==> config.mk <==
export PLATFORM = sky130hd
export DESIGN_NAME = debug_dump_tx
export DESIGN_NICKNAME = d
export VERILOG_FILES = /design/src/rtl/debug_dump_tx.sv
export SDC_FILE = /design/constraint.sdc
export NUM_CORES = 1
export LEC_CHECK = 0
export BUFFER_PORTS_ARGS = -buffer_cell sky130_fd_sc_hd__buf_2
export CORE_MARGIN = 1.5
export CORE_UTILIZATION = 30
export CTS_CLUSTER_SIZE = 28
export DETAILED_ROUTE_END_ITERATION = 8
export HOLD_SLACK_MARGIN = 0.05
export SYNTH_ARGS = -nofsm -noshare
export SYNTH_HDL_FRONTEND = slang
export SYNTH_SLANG_ARGS = --single-unit
==> constraint.sdc <==
create_clock -name wire_clk_wz -period 2 [get_ports wire_clk_wz]
set_input_delay 0.3 -clock wire_clk_wz [delete_from_list [all_inputs] [get_ports wire_clk_wz]]
set_output_delay 0.3 -clock wire_clk_wz [all_outputs]
set_load 0.005 [all_outputs]
==> src/rtl/debug_dump_tx.sv <==
// Serializes NUM_WORDS debug words to the UART as bytes, LSB first, via tx_start/tx_done.
// Optional DEBUG_DUMP_CHECKSUM_EN appends one XOR checksum byte after the payload.
module debug_dump_tx #(
    parameter int BITS_SIZE  = 32,
    parameter int SIZE_TRAMA = 8,
    parameter int NUM_WORDS  = 16,
    localparam int IDX_W     = (NUM_WORDS > 1) ? $clog2(NUM_WORDS) : 1
) (
    input  logic                  wire_clk_wz,
    input  logic                  i_reset,
    input  logic                  i_start,
    output logic [IDX_W-1:0]      o_word_index,
    input  logic [BITS_SIZE-1:0]  i_word_data,
    output logic                  o_tx_start,
    output logic [SIZE_TRAMA-1:0] o_tx_data,
    input  logic                  i_tx_done,
    output logic                  o_busy,
    output logic                  o_done
);
    localparam int NBYTES = BITS_SIZE / SIZE_TRAMA;
    localparam int CNT_W  = (NBYTES > 1) ? $clog2(NBYTES) : 1;
    localparam logic [CNT_W-1:0] LAST_BYTE = CNT_W'(NBYTES - 1);
    localparam logic [IDX_W-1:0] LAST_WORD = IDX_W'(NUM_WORDS - 1);

    typedef enum logic [2:0] {
        S_IDLE,
        S_LOAD,
        S_LATCH,
        S_SEND,
        S_WAIT,
`ifdef DEBUG_DUMP_CHECKSUM_EN
        S_CKSUM,
`endif
        S_FINISH
    } state_t;

    state_t                 state_q, state_d;
    logic [IDX_W-1:0]       idx_q, idx_d;
    logic [CNT_W-1:0]       cnt_q, cnt_d;
    logic [BITS_SIZE-1:0]   shift_q, shift_d;
    logic                   done_q;
`ifdef DEBUG_DUMP_CHECKSUM_EN
    logic [SIZE_TRAMA-1:0]  xor_q, xor_d;
    logic                   ck_q, ck_d;
`endif

    // tx_done is registered, which gives the n+2 / n+4 restart gaps; only a WAIT-time pulse counts.
    always_ff @(posedge wire_clk_wz) begin
        if (i_reset) begin
            state_q <= S_IDLE;
            idx_q   <= '0;
            cnt_q   <= '0;
            shift_q <= '0;
            done_q  <= 1'b0;
`ifdef DEBUG_DUMP_CHECKSUM_EN
            xor_q   <= '0;
            ck_q    <= 1'b0;
`endif
        end else begin
            state_q <= state_d;
            idx_q   <= idx_d;
            cnt_q   <= cnt_d;
            shift_q <= shift_d;
            done_q  <= i_tx_done && (state_q == S_WAIT) && !done_q;
`ifdef DEBUG_DUMP_CHECKSUM_EN
            xor_q   <= xor_d;
            ck_q    <= ck_d;
`endif
        end
    end

    always_comb begin
        state_d = state_q;
        idx_d   = idx_q;
        cnt_d   = cnt_q;
        shift_d = shift_q;
`ifdef DEBUG_DUMP_CHECKSUM_EN
        xor_d   = xor_q;
        ck_d    = ck_q;
`endif
        case (state_q)
            S_IDLE: begin
                if (i_start) begin
                    state_d = S_LOAD;
                    idx_d   = '0;
                    cnt_d   = '0;
`ifdef DEBUG_DUMP_CHECKSUM_EN
                    xor_d   = '0;
                    ck_d    = 1'b0;
`endif
                end
            end
            S_LOAD:  state_d = S_LATCH;
            S_LATCH: begin
                shift_d = i_word_data;
                state_d = S_SEND;
            end
            S_SEND: begin
                state_d = S_WAIT;
`ifdef DEBUG_DUMP_CHECKSUM_EN
                if (!ck_q) xor_d = xor_q ^ shift_q[SIZE_TRAMA-1:0];
`endif
            end
            S_WAIT: begin
                if (done_q) begin
`ifdef DEBUG_DUMP_CHECKSUM_EN
                    if (ck_q) state_d = S_FINISH;
                    else
`endif
                    if (cnt_q < LAST_BYTE) begin
                        shift_d = shift_q >> SIZE_TRAMA;
                        cnt_d   = cnt_q + 1'b1;
                        state_d = S_SEND;
                    end else if (idx_q < LAST_WORD) begin
                        idx_d   = idx_q + 1'b1;
                        cnt_d   = '0;
                        state_d = S_LOAD;
                    end else begin
`ifdef DEBUG_DUMP_CHECKSUM_EN
                        state_d = S_CKSUM;
`else
                        state_d = S_FINISH;
`endif
                    end
                end
            end
`ifdef DEBUG_DUMP_CHECKSUM_EN
            S_CKSUM: begin
                shift_d = BITS_SIZE'(xor_q);
                ck_d    = 1'b1;
                state_d = S_SEND;
            end
`endif
            S_FINISH: state_d = S_IDLE;
            default:  state_d = S_IDLE;
        endcase
    end

    always_comb begin
        o_tx_start   = (state_q == S_SEND);
        o_done       = (state_q == S_FINISH);
        o_busy       = (state_q != S_IDLE);
        o_tx_data    = shift_q[SIZE_TRAMA-1:0];
        o_word_index = idx_q;
    end
endmodule
==> impl_metrics.toml, run 1 <==
[run_status]
status = "finished clean"

[logic_synthesis]
synth-edff-count = 0
synthArstFlopShare = 0
synth_warnings = 0
synth_area_um2 = 2180
synthDistinctLibCells = 42
synthCells = 243
ys_seq_area_frac = 0.386
ys_seq_elements = 42
synth_ff_type = "dfxtp_1"
syn_nets = 282
syn_avg_cell_area_um2 = 8.97

[clocking]
cts_tree = "built"
clk_pin_slew_ns = 0.08
cts_buffer_depth = 2
numCtsBuffers = 5
clock_latency_ns = 0.29
post_cts_buffers = 0
htreeDepth = 2
cts_sinks = 42
root_buffer = "clkbuf_8"
ctsResizeCount = 0
holdBufCountCts = 0

[flow_run]
drv_cap = 0

[global_route]
grt-ovfl-total = 0
grt_max_degree = 49
grt_pass1_wl_um = 7320
grt_pass1_vias = 1551
grt_use_total = 0.122
grt_antenna_before_repair = 0

[power_and_ir_drop]
design_power_total_uw = 1820
pwr_density_cell_nw_per_um2 = 722
vdd_ir_drop_max_v = 0.000294
p_leak_uw = 0.000963

[final_layout]
n_antenna_cell = 0
layout_commonest_cell = "nand2_1"
fin_nets = 316
fillCellCount = 769
drive_above_1_share = 0.331
syn2layout_area_growth_pct = 15.3
mostFrequentLayoutCells = "nand2_1, buf_2, dfxtp_1, nor2_1, a311oi_2"

[sta]
post-route-min-period_ns = 1.78
hold_ws_ns = 0.239
hold_violations = 0
period_share = 0.891
tns_ns = 0
setup_viol = 0
grt_setup_unrepaired = "no"
tightest_slew_ns = 0.515
clock.fmax_mhz = 561
finalMaxSlewViolations = 0
fin_worst_skew_ns = 0.00889
slew_headroom = 0.656

[route]
dr.pass1.iters = 6
ant_nets = 0
route.detailed.drc = 0
drt-total-wl_um = 4600
wire_per_inst_um = 12.3
drt_iter0_markers = 79
via_count = 1751
vias_per_cell = 4.68

[critical_path]
critPathRequiredTime_ns = 2.21
reg2reg_slack_ns = 0.22
timing.rr.end = "shift_q[18]$_SDFFE_PP0P_"
reg2reg_depth = 6
end_kind = "flip-flop"
cp-start-kind = "flip-flop"
critPathKind = "flip-flop to flip-flop"
critPathMaxFanout = 48
reg2reg_from = "cnt_q[0]$_SDFFE_PP0P_"
worstPathArrival_ns = 1.99

[placement]
port_buffers = 50
dp_hpwl_um = 3290
gp_congestion = 0.835

[min_path]
hold_start = "i_word_data[29]"
hold_path_class = "primary input to flip-flop"
holdPathStages = 3
hold_end = "shift_q[29]$_SDFFE_PP0P_"

[floorplanning]
rows = 30
core_um2 = 6910
die-area_um2 = 7790
die_w_um = 88.3
initial_core_util = 0.316
die_h_um = 88.3
io_pins = 51
==> worst max path at each step <==
stage	from	to	slack (ns)	cells after the start
2_1_floorplan	cnt_q[0]$_SDFFE_PP0P_	shift_q[0]$_SDFFE_PP0P_	0.44	6
3_3_place_gp	cnt_q[0]$_SDFFE_PP0P_	shift_q[22]$_SDFFE_PP0P_	0.30	6
3_5_place_dp	cnt_q[0]$_SDFFE_PP0P_	shift_q[16]$_SDFFE_PP0P_	0.25	6
4_1_cts	cnt_q[0]$_SDFFE_PP0P_	shift_q[16]$_SDFFE_PP0P_	0.23	6
5_1_grt	cnt_q[0]$_SDFFE_PP0P_	shift_q[13]$_SDFFE_PP0P_	0.06	6
6_report	cnt_q[0]$_SDFFE_PP0P_	shift_q[18]$_SDFFE_PP0P_	0.22	6
==> power by group <==
group / switching [µW] / total [µW] / internal [µW]
logic: 187 / 346 / 159
clock network: 286 / 532 / 246
registers: 37.8 / 938 / 900
==> layer usage <==
layer | part of all wire | vias to the layer above | GRT usage
li1 | - | 923 | -
met1 | 0.51 | 779 | 0.174
met2 | 0.42 | 44 | 0.176
met3 | 0.055 | 5 | 0.0326
met4 | 0.016 | 0 | 0.0469
met5 | 0 | - | 0
==> cell usage after synthesis (3+ instances only) <==
master / number / area [µm²]
nand2_1: 55 / 206
dfxtp_1: 42 / 841
nor2_1: 36 / 135
a311oi_2: 20 / 300
buf_4: 9 / 67.6
a22oi_1: 8 / 60.1
buf_6: 7 / 78.8
a311oi_1: 5 / 43.8
buf_2: 5 / 25.0
clkbuf_1: 5 / 18.8
a21oi_1: 4 / 20.0
a31oi_1: 3 / 18.8
and3_1: 3 / 18.8
ha_1: 3 / 37.5
nand3_1: 3 / 15.0
o211ai_1: 3 / 22.5
==> critical path, cell delays in order, from the launching register on <==
cell	delay, ns
dfxtp_1	0.34
ha_1	0.29
and4bb_4	0.38
o21ba_4	0.14
buf_12	0.24
nor2_1	0.08
a311oi_2	0.22
==> kinds of logic (layout without fill, tap and decap cells) <==
group                      after synthesis  count (layout)  share of synthesized area
and+or+nand+nor                        116             116                      0.248
buffers and inverters                   31              66                     0.0975
adders and majority gates                3               3                     0.0172
DFF                                     42              42                      0.386
muxes                                    1               1                    0.00516
AOI/OAI and AO/OA                       50              50                      0.246
==> sequential cells by signal (all words and copies together) (netlist names) <==
register and flops:
cnt_q 2, done_q 1, o_word_index 4, state_q 3
shift_q 32
==> cell type report <==
type | count | area (µm²) | share of cell area
clock buffer | 6 | 72.6 | 0.0289
clock inverter | 2 | 13.8 | 0.00547
inverter | 2 | 7.51 | 0.00299
multi-input combinational | 170 | 1130 | 0.448
sequential | 42 | 841 | 0.334
tap | 96 | 120 | 0.0478
timing repair buffer | 56 | 333 | 0.132
==> through the flow <==
| stage | utilization | cells | area [µm²] | setup WS [ns] |
|---|---|---|---|---|
| floorplan | - | 243 | 2180 | 0.442 |
| global placement | 0.352 | 366 | 2430 | 0.296 |
| detailed placement | 0.352 | 366 | 2430 | 0.249 |
| CTS | 0.364 | 374 | 2510 | 0.226 |
| global route | 0.364 | 374 | 2510 | 0.0634 |
| finish | 0.364 | 374 | 2510 | 0.219 |
(Power assumes the default switching activity.)
==> inputs of run 2 (changes only) <==
BUFFER_PORTS_ARGS = not set   (was -buffer_cell sky130_fd_sc_hd__buf_2)
DONT_BUFFER_PORTS = 1   (was not set)
==> run 2 against run 1 <==
Effect of this change: sequential power grew 2%; cell area shrank 10%; critical endpoint unchanged; flip-flop and latch count is the same; sequential share of layout area grew 3.7 points; register-to-register slack is essentially flat; worst hold slack lost 0.17 ns; via count shrank 7.8%; first-iteration DRC count grew 3.8%.
==> impl_metrics.toml, run 2 (synthesis results as in run 1) <==
[run_status]
status = "finished clean"

[power_and_ir_drop]
pwr_density_cell_nw_per_um2 = 836
vdd_ir_drop_max_v = 0.000265
p_leak_uw = 0.000742
design_power_total_uw = 1890

[critical_path]
worstPathArrival_ns = 2.00
reg2reg_slack_ns = 0.22
path_cells = "ha_1, and4bb_4, o21ba_4, buf_12, nor2_1, a311oi_2"
crit_end = "shift_q[18]$_SDFFE_PP0P_"
cp-start-kind = "flip-flop"
slowest_delay_ns = 0.38
critPathMaxFanout = 48
reg2reg_depth = 6
cpLargestDelayFamily = "simple AND/OR/NAND/NOR gates"
reg2reg_from = "cnt_q[0]$_SDFFE_PP0P_"
critPathRequiredTime_ns = 2.22
worstSetupStartpoint = "cnt_q[0]$_SDFFE_PP0P_"
cp.depth = 6
timing.rr.end = "shift_q[18]$_SDFFE_PP0P_"
end_kind = "flip-flop"
worst-path-buf-inv = 1
critPathKind = "flip-flop to flip-flop"
cp_slowest_cell = "and4bb_4"

[final_layout]
largest_register_ffs = 32
fillCellCount = 753
drive_above_1_share = 0.181
layout_commonest_cell = "nand2_1"
fin_nets = 264
mostFrequentLayoutCells = "nand2_1, dfxtp_1, nor2_1, a311oi_2, a22oi_1"
regMostFlops = "shift_q"
syn2layout_area_growth_pct = 3.79
n_antenna_cell = 0
instances_no_fill = 322

[global_route]
grt_pass1_vias = 1565
grt_max_degree = 49
grt_antenna_before_repair = 0
grt_use_total = 0.128
grt_pass1_wl_um = 7630
grt-ovfl-total = 0

[min_path]
hold_path_class = "primary input to flip-flop"

[sta]
clock.fmax_mhz = 561
finalMaxSlewViolations = 0
period_share = 0.892
fin_worst_skew_ns = 0.00692
post-route-min-period_ns = 1.78
hold_violations = 0
setup_viol = 0
slew_headroom = 0.652
tightest_slew_ns = 0.520
setup_ws_ns = 0.216
hold_ws_ns = 0.0671
grt_setup_unrepaired = "no"
tns_ns = 0

[route]
via_count = 1615
drt-total-wl_um = 4730
wire_per_inst_um = 14.7
route.detailed.drc = 0
ant_nets = 0
vias_per_cell = 5.02
drt_iter0_markers = 82
dr.pass1.iters = 4

[clocking]
post_cts_buffers = 0
ctsResizeCount = 0
clock_latency_ns = 0.30
root_buffer = "clkbuf_8"
cts_buffer_depth = 2
holdBufCountCts = 0
cts_sinks = 42
htreeDepth = 2
numCtsBuffers = 5
clk_pin_slew_ns = 0.09
cts_tree = "built"

[placement]
pre_cts_slack_ns = 0.223
dp.cells = 314
dp_hpwl_um = 3330
port_buffers = 0
gp_congestion = 0.823

[floorplanning]
die_w_um = 88.3
die_h_um = 88.3
die-area_um2 = 7790
core_um2 = 6910
io_pins = 51
initial_core_util = 0.316
rows = 30

[flow_run]
drv_cap = 0
[run 2: cell types whose count changed in the layout (fill, tap and decap cells not counted)]
cell,before,now
buf_2,50,0
buf_12,3,2
buf_4,3,2
bufinv_16,0,1
clkbuf_1,1,0
clkinv_4,1,0
inv_6,0,1
[run 2: metal layers]
metal / global-route usage / vias up / routed length [µm]
met3: 0.0550 / 6 / 402
met4: 0.0426 / 0 / 63
met5: 0 / - / 0
met2: 0.200 / 36 / 2120
met1: 0.159 / 754 / 2140
li1: - / 819 / -
[run 2: power by group]
group | switching [µW] | internal (µW)
Combinational | 142 | 115
Sequential | 52.1 | 900
Clock | 308 | 374
[run 2: stage by stage]
| step | instance area, µm² | util |
|---|---|---|
| 6_report | 2260 | 0.328 |
| 5_1_grt | 2260 | 0.328 |
| 4_1_cts | 2260 | 0.328 |
| 3_5_place_dp | 2150 | 0.311 |
| 3_3_place_gp | 2150 | 0.311 |
| 2_1_floorplan | 2180 | - |
[run 2: worst min-delay path by stage]
stage	slack, ns	start	depth (start not counted)	endpoint
after floorplan	0.45	i_word_data[24]	2	shift_q[24]$_SDFFE_PP0P_
after global placement	0.38	i_reset	1	cnt_q[0]$_SDFFE_PP0P_
after detailed placement	0.38	i_reset	1	shift_q[19]$_SDFFE_PP0P_
after CTS	0.05	i_reset	1	shift_q[19]$_SDFFE_PP0P_
after global routing	0.05	i_reset	1	shift_q[4]$_SDFFE_PP0P_
final	0.07	i_reset	1	o_word_index[3]$_SDFFE_PP0P_
[run 2: final cells by class]
cell class              count  area [µm²]  share of cell area
clock buffers               5        68.8              0.0304
flip-flops and latches     42         841               0.371
well taps                  96         120              0.0531
inverters                   2        7.51             0.00332
clock inverters             3        43.8              0.0193
multi-input cells         170        1130               0.498
repair buffers              4        55.1              0.0243
